[src/rtl/effect_bypass_ctrl.sv]
// -----------------------------------------------------------------------------
// effect_bypass_ctrl
//
// Click-free bypass controller for the guitar effect chain.
//
// The footswitch is synchronised into the bit-clock domain and debounced in
// units of stereo frames. Each accepted press starts (or reverses) a linear
// crossfade between the dry path and the effect path. All gain updates are
// aligned to the start of the left word, so both channels of a frame always
// see the same wet/dry pair and the mixer never sees a mid-frame step.
//
// Parameters
//   DEBOUNCE_FRAMES  frames the synchronised footswitch must differ from the
//                    stable level before the new level is accepted (1..65535)
//   RAMP_STEPS       frames per full crossfade, power of two (1..256)
//
// Ports
//   clk             bit clock (BCK); all logic on the rising edge
//   rst             synchronous active-high reset
//   i_lrck          I2S word select (0 = left), sampled on clk
//   i_footswitch    raw asynchronous footswitch level, active-high press
//   i_force_bypass  level; forces the dry path on the next edge
//   o_wet_gain      effect gain, unsigned Q1.8 (256 = 1.0)
//   o_dry_gain      dry gain, always 256 - o_wet_gain
//   o_effect_on     high in FADE_IN, ACTIVE and FADE_OUT
//   o_state         0 BYPASS, 1 FADE_IN, 2 ACTIVE, 3 FADE_OUT
//   o_frame_tick    one-cycle pulse per frame start
//   o_toggle        one-cycle pulse per accepted footswitch press
// -----------------------------------------------------------------------------
module effect_bypass_ctrl #(
  parameter int DEBOUNCE_FRAMES = 480,
  parameter int RAMP_STEPS      = 64
) (
  input  logic       clk,
  input  logic       rst,
  input  logic       i_lrck,
  input  logic       i_footswitch,
  input  logic       i_force_bypass,
  output logic [8:0] o_wet_gain,
  output logic [8:0] o_dry_gain,
  output logic       o_effect_on,
  output logic [1:0] o_state,
  output logic       o_frame_tick,
  output logic       o_toggle
);

  localparam int SYNC_STAGES = 2;
  localparam int STEP        = 256 / RAMP_STEPS;

  // Ramp arithmetic is done one bit wider than the gain so that wet + STEP
  // (at most 256 + 256) never wraps before saturation.
  localparam logic [9:0]  STEP_W    = 10'(STEP);
  localparam logic [9:0]  UNITY_W   = 10'd256;
  localparam logic [16:0] DB_TARGET = 17'(DEBOUNCE_FRAMES);

  typedef enum logic [1:0] {
    ST_BYPASS   = 2'd0,
    ST_FADE_IN  = 2'd1,
    ST_ACTIVE   = 2'd2,
    ST_FADE_OUT = 2'd3
  } state_t;

  // ---------------------------------------------------------------------------
  // Frame tick: falling edge of LRCK marks the start of the left word.
  // lrck_prev resets low, so the first tick needs LRCK seen high then low.
  // ---------------------------------------------------------------------------
  logic lrck_prev_reg;
  logic frame_tick_reg;

  always_ff @(posedge clk) begin
    if (rst) begin
      lrck_prev_reg  <= 1'b0;
      frame_tick_reg <= 1'b0;
    end else begin
      lrck_prev_reg  <= i_lrck;
      frame_tick_reg <= lrck_prev_reg & ~i_lrck;
    end
  end

  // ---------------------------------------------------------------------------
  // Footswitch synchroniser. Stage 0 captures the asynchronous pin; each later
  // stage re-registers the previous one.
  // ---------------------------------------------------------------------------
  logic sync_stage_reg [SYNC_STAGES];
  logic fs_s;

  genvar gi;
  generate
    for (gi = 0; gi < SYNC_STAGES; gi++) begin : g_sync
      if (gi == 0) begin : g_first
        always_ff @(posedge clk) begin
          if (rst) sync_stage_reg[gi] <= 1'b0;
          else     sync_stage_reg[gi] <= i_footswitch;
        end
      end else begin : g_chain
        always_ff @(posedge clk) begin
          if (rst) sync_stage_reg[gi] <= 1'b0;
          else     sync_stage_reg[gi] <= sync_stage_reg[gi-1];
        end
      end
    end
  endgenerate

  assign fs_s = sync_stage_reg[SYNC_STAGES-1];

  // ---------------------------------------------------------------------------
  // Frame-rate debounce. The counter only advances on ticks, so its unit is a
  // frame rather than a clock. Any frame where the input agrees with the
  // stable level restarts the count, which rejects bounce. Only a newly
  // accepted high level produces a toggle; releases are silent.
  // ---------------------------------------------------------------------------
  logic        fs_stable_reg;
  logic [15:0] cnt_reg;
  logic        toggle_reg;
  logic        db_expired;

  assign db_expired = ({1'b0, cnt_reg} + 17'd1) == DB_TARGET;

  always_ff @(posedge clk) begin
    if (rst) begin
      fs_stable_reg <= 1'b0;
      cnt_reg       <= 16'd0;
      toggle_reg    <= 1'b0;
    end else begin
      toggle_reg <= 1'b0;
      if (frame_tick_reg) begin
        if (fs_s != fs_stable_reg) begin
          if (db_expired) begin
            fs_stable_reg <= fs_s;
            cnt_reg       <= 16'd0;
            toggle_reg    <= fs_s;
          end else begin
            cnt_reg <= cnt_reg + 16'd1;
          end
        end else begin
          cnt_reg <= 16'd0;
        end
      end
    end
  end

  // ---------------------------------------------------------------------------
  // Crossfade state machine: state register.
  // The wet gain is held alongside the state because ramp completion and the
  // state change land on the same edge.
  // ---------------------------------------------------------------------------
  state_t     state_reg;
  state_t     state_next;
  logic [8:0] wet_reg;
  logic [8:0] wet_next;

  always_ff @(posedge clk) begin
    if (rst) begin
      state_reg <= ST_BYPASS;
      wet_reg   <= 9'd0;
    end else begin
      state_reg <= state_next;
      wet_reg   <= wet_next;
    end
  end

  // ---------------------------------------------------------------------------
  // Next-state logic.
  // A toggle is resolved first into an intermediate direction, and a tick on
  // the same edge then ramps in that new direction. Reversals keep the current
  // gain, so a press mid-fade turns around without a jump.
  // ---------------------------------------------------------------------------
  state_t     state_dir;
  logic [9:0] wet_up;
  logic [9:0] wet_ext;

  assign wet_ext = {1'b0, wet_reg};
  assign wet_up  = wet_ext + STEP_W;

  always_comb begin
    state_dir  = state_reg;
    state_next = state_reg;
    wet_next   = wet_reg;

    if (i_force_bypass) begin
      // Overrides toggles and ticks; the debounce keeps tracking regardless.
      state_next = ST_BYPASS;
      wet_next   = 9'd0;
    end else begin
      if (toggle_reg) begin
        unique case (state_reg)
          ST_BYPASS, ST_FADE_OUT: state_dir = ST_FADE_IN;
          ST_ACTIVE, ST_FADE_IN:  state_dir = ST_FADE_OUT;
          default:                state_dir = state_reg;
        endcase
      end
      state_next = state_dir;

      if (frame_tick_reg) begin
        unique case (state_dir)
          ST_FADE_IN: begin
            if (wet_up >= UNITY_W) begin
              wet_next   = 9'd256;
              state_next = ST_ACTIVE;
            end else begin
              wet_next = wet_up[8:0];
            end
          end
          ST_FADE_OUT: begin
            if (wet_ext <= STEP_W) begin
              wet_next   = 9'd0;
              state_next = ST_BYPASS;
            end else begin
              wet_next = 9'(wet_ext - STEP_W);
            end
          end
          default: begin
            wet_next = wet_reg;
          end
        endcase
      end
    end
  end

  // ---------------------------------------------------------------------------
  // Outputs. Dry gain is derived rather than stored so the pair always sums
  // to unity on every cycle.
  // ---------------------------------------------------------------------------
  always_comb begin
    o_state      = state_reg;
    o_effect_on  = (state_reg != ST_BYPASS);
    o_wet_gain   = wet_reg;
    o_dry_gain   = 9'd256 - wet_reg;
    o_frame_tick = frame_tick_reg;
    o_toggle     = toggle_reg;
  end

endmodule

[config.mk]
export PLATFORM = sky130hd
export DESIGN_NAME = effect_bypass_ctrl
export DESIGN_NICKNAME = d
export VERILOG_FILES = /design/src/rtl/effect_bypass_ctrl.sv
export SDC_FILE = /design/constraint.sdc
export NUM_CORES = 1
export LEC_CHECK = 0
export ABC_AREA = 1
export CAP_MARGIN = 20
export CORE_MARGIN = 10
export CORE_UTILIZATION = 33
export DETAILED_ROUTE_END_ITERATION = 8
export GPL_TIMING_DRIVEN = 1
export PLACE_DENSITY = 0.48
export SLEW_MARGIN = 5
export SYNTH_ARGS = -nofsm -noshare
export SYNTH_HDL_FRONTEND = slang
export SYNTH_SLANG_ARGS = --single-unit
[constraint.sdc]
create_clock -name clk -period 1.92 [get_ports clk]
set_input_delay 0.192 -clock clk [delete_from_list [all_inputs] [get_ports clk]]
set_output_delay 0.192 -clock clk [all_outputs]
set_load 0.01 [all_outputs]
* Word-level counts from Yosys, hierarchy flattened *
Memory sizes are Yosys's and may differ from the RTL's.
Index checks and enable logic that the tools add are counted.

cells by class
  $add $sub $neg = 5
  $lt $le $gt $ge = 2
  equality and inequality tests = 7
  mux-type cells = 17
  bitwise operators = 7
  reductions and logical operators = 9

operators with widths
  cell                                                                               number
  16-bit two-way mux                                                                 2
  9-bit two-way mux                                                                  2
  9-bit one-hot mux with 2 select lines                                              1
  16-bit by 1-bit adder with 17-bit output (second input constant)                   1
  17-bit by 9-bit equality test with 1-bit output (second input constant)            1
  16-bit by 1-bit adder with 16-bit output (second input constant)                   1
  9-bit by 3-bit adder with 10-bit output (second input constant)                    1
  10-bit by 9-bit >= comparator with 1-bit output (second input constant)            1
  2-bit two-way mux                                                                  5
  9-bit by 3-bit less-or-equal comparator with 1-bit output (second input constant)  1
  9-bit by 3-bit subtractor with 9-bit output (second input constant)                1
  9-bit subtractor (first input constant)                                            1
  2-bit one-hot mux with 2 select lines                                              2
  2-bit equality test (second input constant)                                        3
  2-bit OR reduction                                                                 3
  1-bit two-way mux                                                                  5
  2-bit by 1-bit equality test with 1-bit output (second input constant)             2
  1-bit NOT                                                                          4
  2-bit nonzero test                                                                 2
  4-bit OR reduction                                                                 1
  3-bit AND reduction                                                                1
  2-bit logical NOT                                                                  1
  1-bit bitwise OR                                                                   2
  2-bit AND reduction                                                                1
  2 further kinds                                                                    2

storage, ports and cells
  bits in registers = 31
  memory bits (writable) = 2
  bits of input ports = 5
  output and inout bits = 23
  word-level logic and storage cells = 55
  memories = 1

memories
  name            depth  bits a word  rd ports  clocked after memory_dff  wr ports  line  RTL
  sync_stage_reg  2      1            2         0                         2         84    logic sync_stage_reg [SYNC_STAGES];

* Longest topological paths before layout *
Gate-level depths: netlist (run 1).

  depth after elaboration = 8
  depth in mapped cells = 14
  gate-level depth less buffers = 14

* Least setup slack after synthesis (run 1) *
OpenSTA, ideal clock, no wires.

  kind = register -> register
  from = register wet_reg[2], in the netlist o_wet_gain[2]
  to = register wet_reg[8], in the netlist o_wet_gain[8]
  setup time = 0.116 ns
  data arrival time = 1.524 ns
  required time = 1.804 ns
  slack = 0.280 ns
  cell stages (with the launch flop) = 11
  path buffers = 0
  clock period less this slack = 1.640 ns
  path through = dfxtp_1 -> ha_1 -> nand4_1 -> nor2_1 -> nand3_1 -> o21ai_1 -> inv_1 -> nand2_1 -> nand3_1 -> o211ai_1 -> inv_1

on the way
  word-level cells in the longest chain between the ends = 4
  elaborated cells between the ends (all ways) = 7
  those cells by class = add/sub (2); order compare (2); mux (3)

ends and longest elaborated chain
  item                                             line  RTL
  start: declaration                               149   logic [8:0] wet_reg;
  start signal: assignment                         158   wet_reg <= wet_next;
  9-bit by 3-bit adder with 10-bit output          173   assign wet_up = wet_ext + STEP_W;
  10-bit by 9-bit >= comparator with 1-bit output  197   if (wet_up >= UNITY_W) begin
  9-bit two-way mux                                197
  9-bit one-hot mux with 2 select lines (*)        195   unique case (state_dir)

Mark *: on every way between the ends. The rest lies on a longest branch, timed or not.
A chain may end at the register's enable or synchronous reset.

* Worst setup path after layout (run 1) *
  from = register wet_reg[2], in the netlist o_wet_gain[2]
  to = output o_dry_gain[8]

on the way
  word-level cells in the longest chain between the ends = 1

ends and longest elaborated chain
  item              line  RTL
  9-bit subtractor  228   o_dry_gain = 9'd256 - wet_reg;
  end: declaration  40    output logic [8:0] o_dry_gain,

Every way passes these cells.

==> metrics.cfg, run 1 <==
[sta]
fin_skew_ns=0.00851
setup_viol=0
min_period_ns=1.80
setup_ws_ns=0.118
hold_violations=0
clock.fmax_mhz=555
fin_crit_sh_pct=93.9
finalSetupTns_ns=0
report.final.slew_viol_count=0
holdWs_ns=0.405
rsz0062_at_grt=no

[routing]
ant_nets=0
drt_first_iter_violations=138
drt_wl_total_um=5630
wire_per_inst_um=12.2
drc_errors=0
viasPerCell=4.73
vias=2188
drtPass1Iterations=4

[final_layout]
final_common_cell=nand2_1
nets=396
mostFrequentLayoutCells=nand2_1, inv_1, nor2_1
syn2layout_area_growth_pct=25.3
final_util_pct=42.3
drive_above_1_share_pct=12.4
largest_register_ffs=16
fillerInstances=668
fin_cells=463
multiInputGateArea_mm2=0.00130
diodes=0
design_area_mm2=0.00266
seqCellArea_um2=626

[place]
pre_cts_slack_ns=0.0791
place_area_mm2=0.00250
routabilityCongestion=0.889
portBuffers=23
hpwl_um=4370
place_inst=455

[worst_hold_path]
hp-class=register to register

[clock_network]
clockBufferDepth=2
path_clk_slew_ns=0.08
clock-root-buffer=clkbuf_8
cts_tree=yes
clock-sinks=31
post-cts-setup-buffers=0
cts_buffers=5
cts-htree-levels=2
clk_latency_ns=0.29
cts_hold_buf=0

[setup_path]
crit_path_top_delay_cell=dfxtp_2
criticalPathCategory=register to primary output
max_stage_delay_ns=0.36
end_kind=primary output
cp.required_ns=1.73
cp_top_family=buffers and inverters
cp_num_buf_inv=2
critPathMaxFanout=7
path_cells=inv_1, ha_2, nand3_1, xnor2_1, dlygate4sd2_1
cp-start-kind=register
arrival_ns=1.61

[synth]
synth_async_sr_flop_share_pct=0
avgSynthCellArea_um2=6.07
synthCells=349
synthDominantCellAreaShare_pct=29.3
seq_area_frac_synth_pct=29.3
yosysTopAreaCell=dfxtp_1
synth_edf_count=0
syn_area_mm2=0.00212
synthFlopType=dfxtp_1
yosysWarningCount=0
ys_seq_elements=31
yosys-top-cells-area=dfxtp_1, nand2_1, inv_1
ys_types=31

[grt]
antenna_found_initial=0
grt_max_degree=23
grt-ovfl-total=0
grt_pass1_vias=1972
track_usage_pct=11.4
grt_pass1_wl_um=9520

[die]
die-area_mm2=0.0100
boundaryPins=28
fp-row-count=29
fp.dieW_um=100
die_h_um=100
core_region_area_mm2=0.00628
start_util_pct=33.7

[outcome]
status=finished clean

[pwr]
power.density_mw_per_mm2=520
leakagePower_nw=1.10
power.total_mw=1.38
ir_drop_mv=0.283

[run]
maxCapViolations=0

==> power by group <==
group / leakage, nW / switching [mW] / total (mW) / internal (mW)
Sequential: 0.252 / 0.00142 / 0.648 / 0.646
Clock: 0.0612 / 0.272 / 0.692 / 0.420
Combinational: 0.789 / 0.0244 / 0.0395 / 0.0151
==> final timing paths <==
kind | cells after the start | slack [ns] | to | startpoint
min | 2 | 0.40 | sync_stage_reg[1] | sync_stage_reg[0]
max reg2reg | 10 | 0.18 | o_wet_gain[5] | o_wet_gain[4]
max | 5 | 0.12 | o_dry_gain[8] | o_wet_gain[2]
min reg2reg | 2 | 0.40 | sync_stage_reg[1] | sync_stage_reg[0]
==> kinds of logic (layout without fill, tap and decap cells) <==
| kind of cell | count (synthesis) | after routing | share of synthesized area [%] |
|---|---|---|---|
| and+or+nand+nor | 195 | 195 | 40.2 |
| DFF | 31 | 31 | 29.3 |
| adders and majority gates | 6 | 6 | 3.54 |
| other | 1 | 4 | 0.177 |
| buffers and inverters | 59 | 93 | 11.4 |
| xor gates and xnor gates | 6 | 6 | 2.48 |
| AOI/OAI and AO/OA | 51 | 51 | 12.9 |
==> synth_stat cells (2+ instances only) <==
| library cell | count |
|---|---|
| a21oi_1 | 26 |
| a31oi_1 | 2 |
| buf_4 | 5 |
| clkbuf_1 | 5 |
| dfxtp_1 | 31 |
| ha_1 | 6 |
| inv_1 | 47 |
| nand2_1 | 97 |
| nand2_2 | 3 |
| nand3_1 | 26 |
| nand4_1 | 10 |
| nor2_1 | 46 |
| nor2_2 | 6 |
| nor2_4 | 2 |
| o21ai_0 | 15 |
| o21ai_1 | 2 |
| o21bai_1 | 2 |
| xnor2_1 | 3 |
| xor2_1 | 3 |
==> area by class of cell <==
class / instances / area share [%]
clock buffer: 6 / 3.11
clock inverter: 2 / 1.32
inverter: 48 / 6.79
multi-input combinational: 262 / 49.1
sequential: 31 / 23.6
tap: 77 / 3.63
timing repair buffer: 37 / 12.5
==> repair_timing <==
| action | 4_1_cts | 5_1_grt |
|---|---|---|
| pin swaps | 0 | 1 |
| endpoints found under the setup margin | 6 | 12 |
| resized for setup | 10 | 10 |
==> tightest hold or removal path: stages, from the launching register on <==
cell	delay, ns
dfxtp_1	0.30
inv_1	0.04
nor2_1	0.03
==> layer usage <==
metal  wire length [um]  part of all wire, %  up-vias  global-route usage [%]
li1                   -                    -     1171                       -
met5                  0                    0        -                       0
met3                308                  5.5        7                    3.85
met4                 75                  1.3        0                    4.13
met2               2330                   41       37                    16.6
met1               2910                   52      973                    15.3
Power figures use the tool's default switching activity.
==> run 2, diff against run 1 <==
--- a/config.mk
+++ b/config.mk
@@ -10,8 +10,9 @@
 export CORE_MARGIN = 10
 export CORE_UTILIZATION = 33
 export DETAILED_ROUTE_END_ITERATION = 8
+export DONT_BUFFER_PORTS = 1
 export GPL_TIMING_DRIVEN = 1
-export PLACE_DENSITY = 0.48
+export PLACE_DENSITY = 0.43
 export SLEW_MARGIN = 5
 export SYNTH_ARGS = -nofsm -noshare
 export SYNTH_HDL_FRONTEND = slang
==> metrics.cfg, run 2 (synthesized netlist as in run 1, its figures left out) <==
[grt]
track_usage_pct=12.6  ; was 11.4%
grt_pass1_vias=2085  ; was 1972
grt_max_degree=21  ; was 23
grt-ovfl-total=0  ; unchanged
antenna_found_initial=0  ; unchanged
grt_pass1_wl_um=10500  ; was 9520 um

[setup_path]
cp.required_ns=1.73  ; about the same
cp_num_buf_inv=3  ; was 2
criticalPathCategory=register to primary output  ; unchanged
end_kind=primary output  ; unchanged
arrival_ns=1.59  ; was 1.61 ns
critPathMaxFanout=5  ; was 7
cpMostUsedCell=buf_4
crit_path_top_delay_cell=dfxtp_1  ; was dfxtp_2
cp-start-kind=register  ; unchanged
max_stage_delay_ns=0.36  ; about the same
path_cells=buf_4, inv_1, ha_4, nand3_1, xnor2_2, buf_4  ; was inv_1, ha_2, nand3_1, xnor2_1, dlygate4sd2_1
cp_top_family=buffers and inverters  ; unchanged

[die]
fp-row-count=29  ; unchanged
fp.dieW_um=100  ; unchanged
die_h_um=100  ; unchanged
boundaryPins=28  ; unchanged
start_util_pct=33.7  ; unchanged
die-area_mm2=0.0100  ; unchanged
core_region_area_mm2=0.00628  ; unchanged

[final_layout]
multiInputGateArea_mm2=0.00135  ; was 0.00130 mm^2
drive_above_1_share_pct=17.7  ; was 12.4%
seqCellArea_um2=636  ; was 626 um^2
fin_cells=449  ; was 463
nets=382  ; was 396
syn2layout_area_growth_pct=20.7  ; was 25.3%
largest_register_ffs=16  ; unchanged
fillerInstances=688  ; was 668
mostFrequentLayoutCells=nand2_1, inv_1, nor2_1  ; unchanged
final_common_cell=nand2_1  ; unchanged
diodes=0  ; unchanged

[sta]
holdWs_ns=0.0131  ; was 0.405 ns
min_period_ns=1.78  ; was 1.80 ns
hold_violations=0  ; unchanged
finalSetupTns_ns=0  ; unchanged
tightest_slew_ns=0.870
fin_skew_ns=0.00648  ; was 0.00851 ns
setup_ws_ns=0.143  ; was 0.118 ns
fin_crit_sh_pct=92.6  ; was 93.9%
max_slew_margin_pct=41.8
report.final.slew_viol_count=0  ; unchanged
clock.fmax_mhz=563  ; was 555 MHz
setup_viol=0  ; unchanged

[clock_network]
clk_latency_ns=0.28  ; was 0.29 ns
path_clk_slew_ns=0.08  ; about the same
clock-root-buffer=clkbuf_8  ; unchanged
cts-htree-levels=2  ; unchanged
clockBufferDepth=2  ; unchanged
clock-sinks=31  ; unchanged
cts_tree=yes  ; unchanged
cts_buffers=5  ; unchanged

[routing]
drt_first_iter_violations=108  ; was 138
drc_errors=0  ; unchanged
drtPass1Iterations=4  ; unchanged
drt_wl_total_um=6140  ; was 5630 um
wire_per_inst_um=13.7  ; was 12.2 um
ant_nets=0  ; unchanged
viasPerCell=4.84  ; was 4.73
vias=2171  ; was 2188

[place]
place_inst=438  ; was 455
pre_cts_slack_ns=0.0250  ; was 0.0791 ns
portBuffers=0  ; was 23
hpwl_um=4740  ; was 4370 um
routabilityCongestion=0.845  ; was 0.889

[run]
maxCapViolations=0  ; unchanged

[pwr]
p_clk_share_pct=50.6  ; was 50.2%
p_int_mw=1.07  ; was 1.08 mW
pwr-share-seq_pct=47.2  ; was 46.9%
power.density_mw_per_mm2=536  ; was 520 mW/mm^2
sw_frac_of_total_pct=21.8  ; was 21.6%
power_switching_mw=0.298  ; about the same
leakagePower_nw=1.04  ; was 1.10 nW
p_comb_share_pct=2.1  ; was 2.9%
ir_drop_mv=0.264  ; was 0.283 mV

[outcome]
status=finished clean  ; unchanged

[worst_hold_path]
hp-class=input port to register  ; was register to register

[run 2: final cells by class]
cell class,count,area share [%]
flip-flops and latches,31,24.9
well taps,77,3.77
clock buffers,6,3.23
repair buffers,23,6.85
multi-input cells,262,52.9
clock inverters,2,1.37
inverters,48,7.05
[run 2: routing by layer]
layer | GRT usage [%] | vias to the layer above | share of wire (%)
met2 | 18.4 | 43 | 44
met3 | 3.91 | 4 | 6.5
met1 | 17.4 | 979 | 49
met5 | 0 | - | 0
met4 | 3.04 | 0 | 0.77
li1 | - | 1145 | -
[run 2: power by group through the flow]
| stage | clock (mW) | combinational (mW) | sequential [mW] |
|---|---|---|---|
| 6_report | 0.694 | 0.0293 | 0.647 |
| 3_5_place_dp | 0 | 0.0199 | 0.663 |
| 3_3_place_gp | 0 | 0.0201 | 0.663 |
| 2_1_floorplan | 0 | 0.0256 | 0.663 |
| 4_1_cts | 0.722 | 0.0293 | 0.648 |
| 5_1_grt | 0.753 | 0.0344 | 0.647 |
[run 2: worst paths after layout]
path | from | end | slack [ns] | cells past startpoint
worst max-delay path | o_wet_gain[2] | o_dry_gain[8] | 0.14 | 6
worst min-delay path | i_footswitch | sync_stage_reg[0] | 0.01 | 2
worst max register to register | cnt_reg[1] | cnt_reg[8] | 0.17 | 13
worst min register to register | sync_stage_reg[0] | sync_stage_reg[1] | 0.40 | 2
[run 2: through the flow]
step                      total power [mW]  utilization [%]  instance area (um^2)
after floorplan                      0.688                -                  2130
after global placement               0.683             36.9                  2310
after detailed placement             0.683             36.9                  2310
after CTS                             1.40             38.9                  2440
after global routing                  1.43             40.7                  2560
final                                 1.37             40.7                  2560
[run 2: what timing repair did]
action	CTS	global route
setup buffers	0	2
gates resized for setup	0	31
hold endpoints to repair	20	0
hold buffers	1	0
setup endpoints to repair	0	16
[run 2: worst reg2reg max path, delay by kind of cell, from the launching register on]
kind | cells | cell delay [ns]
and+or+nand+nor | 10 | 0.88
buffers and inverters | 2 | 0.30
AOI/OAI and AO/OA | 1 | 0.05
DFF | 1 | 0.36
==> run 3, diff against run 2 <==
--- a/config.mk
+++ b/config.mk
@@ -8,11 +8,11 @@
 export ABC_AREA = 1
 export CAP_MARGIN = 20
 export CORE_MARGIN = 10
-export CORE_UTILIZATION = 33
+export CORE_UTILIZATION = 40
 export DETAILED_ROUTE_END_ITERATION = 8
 export DONT_BUFFER_PORTS = 1
 export GPL_TIMING_DRIVEN = 1
-export PLACE_DENSITY = 0.43
+export PLACE_DENSITY = 0.5
 export SLEW_MARGIN = 5
 export SYNTH_ARGS = -nofsm -noshare
 export SYNTH_HDL_FRONTEND = slang
==> metrics.cfg, run 3 (synthesized netlist as in run 1, its figures left out) <==
[clock_network]
cts-htree-levels=2  ; unchanged
path_clk_slew_ns=0.08  ; about the same
clock-sinks=31  ; unchanged
clockBufferDepth=2  ; unchanged
cts_buffers=5  ; unchanged
cts_tree=yes  ; unchanged
clock-root-buffer=clkbuf_8  ; unchanged
clk_latency_ns=0.29  ; was 0.28 ns

[grt]
antenna_found_initial=0  ; unchanged
track_usage_pct=12.9  ; was 12.6%
gr-usage-met1_pct=18.2  ; was 17.4%
grt_pass1_vias=1870  ; was 2085
busiest_layer=met2  ; unchanged
grt_pass1_wl_um=9180  ; was 10500 um
grt_max_degree=21  ; unchanged
use_met2_pct=18.2  ; was 18.4%
grt-ovfl-total=0  ; unchanged
use_met3_pct=3.87  ; was 3.91%

[sta]
fin_skew_ns=0.00944  ; was 0.00648 ns
rsz0062_at_grt=no
holdWs_ns=0.0279  ; was 0.0131 ns
max_slew_margin_pct=46.1  ; was 41.8%
min_period_ns=1.74  ; was 1.78 ns
clock.fmax_mhz=573  ; was 563 MHz
report.final.slew_viol_count=0  ; unchanged
setup_ws_ns=0.176  ; was 0.143 ns
fin_crit_sh_pct=90.9  ; was 92.6%
tightest_slew_ns=0.805  ; was 0.870 ns
finalSetupTns_ns=0  ; unchanged
hold_violations=0  ; unchanged
setup_viol=0  ; unchanged

[final_layout]
drive_above_1_share_pct=14.5  ; was 17.7%
design_area_mm2=0.00245  ; was 0.00256 mm^2
multiInputGateArea_mm2=0.00131  ; was 0.00135 mm^2
fillerInstances=554  ; was 688
syn2layout_area_growth_pct=15.8  ; was 20.7%
final_common_cell=nand2_1  ; unchanged
diodes=0  ; unchanged
mostFrequentLayoutCells=nand2_1, inv_1, nor2_1  ; unchanged
final_util_pct=48.0  ; was 40.7%
nets=375  ; was 382
fin_cells=435  ; was 449
seqCellArea_um2=633  ; was 636 um^2
largest_register_ffs=16  ; unchanged

[routing]
drt_first_iter_violations=136  ; was 108
drt_wl_total_um=5620  ; was 6140 um
viasPerCell=4.82  ; was 4.84
wire_per_inst_um=12.9  ; was 13.7 um
vias=2096  ; was 2171
ant_nets=0  ; unchanged
drc_errors=0  ; unchanged
drtPass1Iterations=4  ; unchanged

[place]
hpwl_um=4290  ; was 4740 um
portBuffers=0  ; unchanged
routabilityCongestion=0.894  ; was 0.845
place_area_mm2=0.00225  ; was 0.00231 mm^2
pre_cts_slack_ns=0.0119  ; was 0.0250 ns
place_inst=423  ; was 438

[setup_path]
arrival_ns=1.89  ; was 1.59 ns
end_kind=register  ; was primary output
criticalPathCategory=register to register  ; was register to primary output
critPathMaxFanout=6  ; was 5
cp.required_ns=2.06  ; was 1.73 ns
cp-start-kind=register  ; unchanged

[pwr]
leakagePower_nw=0.994  ; was 1.04 nW
ir_drop_mv=0.409  ; was 0.264 mV
power.total_mw=1.37  ; about the same
power.density_mw_per_mm2=560  ; was 536 mW/mm^2

[run]
maxCapViolations=0  ; unchanged

[die]
fp.dieW_um=92.8  ; was 100 um
start_util_pct=41.5  ; was 33.7%
die-area_mm2=0.00861  ; was 0.0100 mm^2
boundaryPins=28  ; unchanged
fp-row-count=26  ; was 29
core_region_area_mm2=0.00511  ; was 0.00628 mm^2
die_h_um=92.8  ; was 100 um

[outcome]
status=finished clean  ; unchanged

[worst_hold_path]
hp-class=input port to register  ; unchanged

[run 3: per-layer routing]
| metal | share of wire, % | wire [um] |
|---|---|---|
| met3 | 6.5 | 368 |
| met2 | 41 | 2290 |
| met4 | 0.94 | 53 |
| met1 | 52 | 2910 |
| met5 | 0 | 0 |
[run 3: cell type report]
class | count | share of cell area (%)
Clock inverter | 2 | 1.43
Multi-Input combinational cell | 262 | 53.4
Tap cell | 70 | 3.57
Sequential cell | 31 | 25.8
Inverter | 48 | 7.34
Clock buffer | 6 | 3.37
Timing Repair Buffer | 16 | 5.10
[run 3: worst paths after layout]
| path | from | endpoint | slack, ns | cells past startpoint |
|---|---|---|---|---|
| max | cnt_reg[0] | cnt_reg[5] | 0.18 | 10 |
| min | i_lrck | lrck_prev_reg | 0.03 | 2 |
| max reg2reg | cnt_reg[0] | cnt_reg[5] | 0.18 | 10 |
| min reg2reg | sync_stage_reg[0] | sync_stage_reg[1] | 0.41 | 2 |
[run 3: what timing repair did]
action | in CTS | in global routing
gates resized for setup | 1 | 21
pin swaps | 0 | 2
setup endpoints to repair | 1 | 15
endpoints found under the hold margin | 20 | 0
hold buffers | 2 | 0
buffers inserted | 0 | 2
[run 3: critical path, stage by stage (launching register included)]
cell and delay, ns:
dfxtp_4 0.38, ha_4 0.16, nand3_1 0.12, nor2_1 0.25, nand4_1 0.11, nand2_1 0.09, nand3_1 0.08, nor2_2 0.18
nand2_4 0.09, nand2_1 0.07, a21oi_1 0.06
[run 3: power by group]
part           internal [mW]  switching [mW]
Sequential             0.645         0.00198
Clock                  0.420           0.277
Combinational        0.00723          0.0224
Total                   1.07           0.301
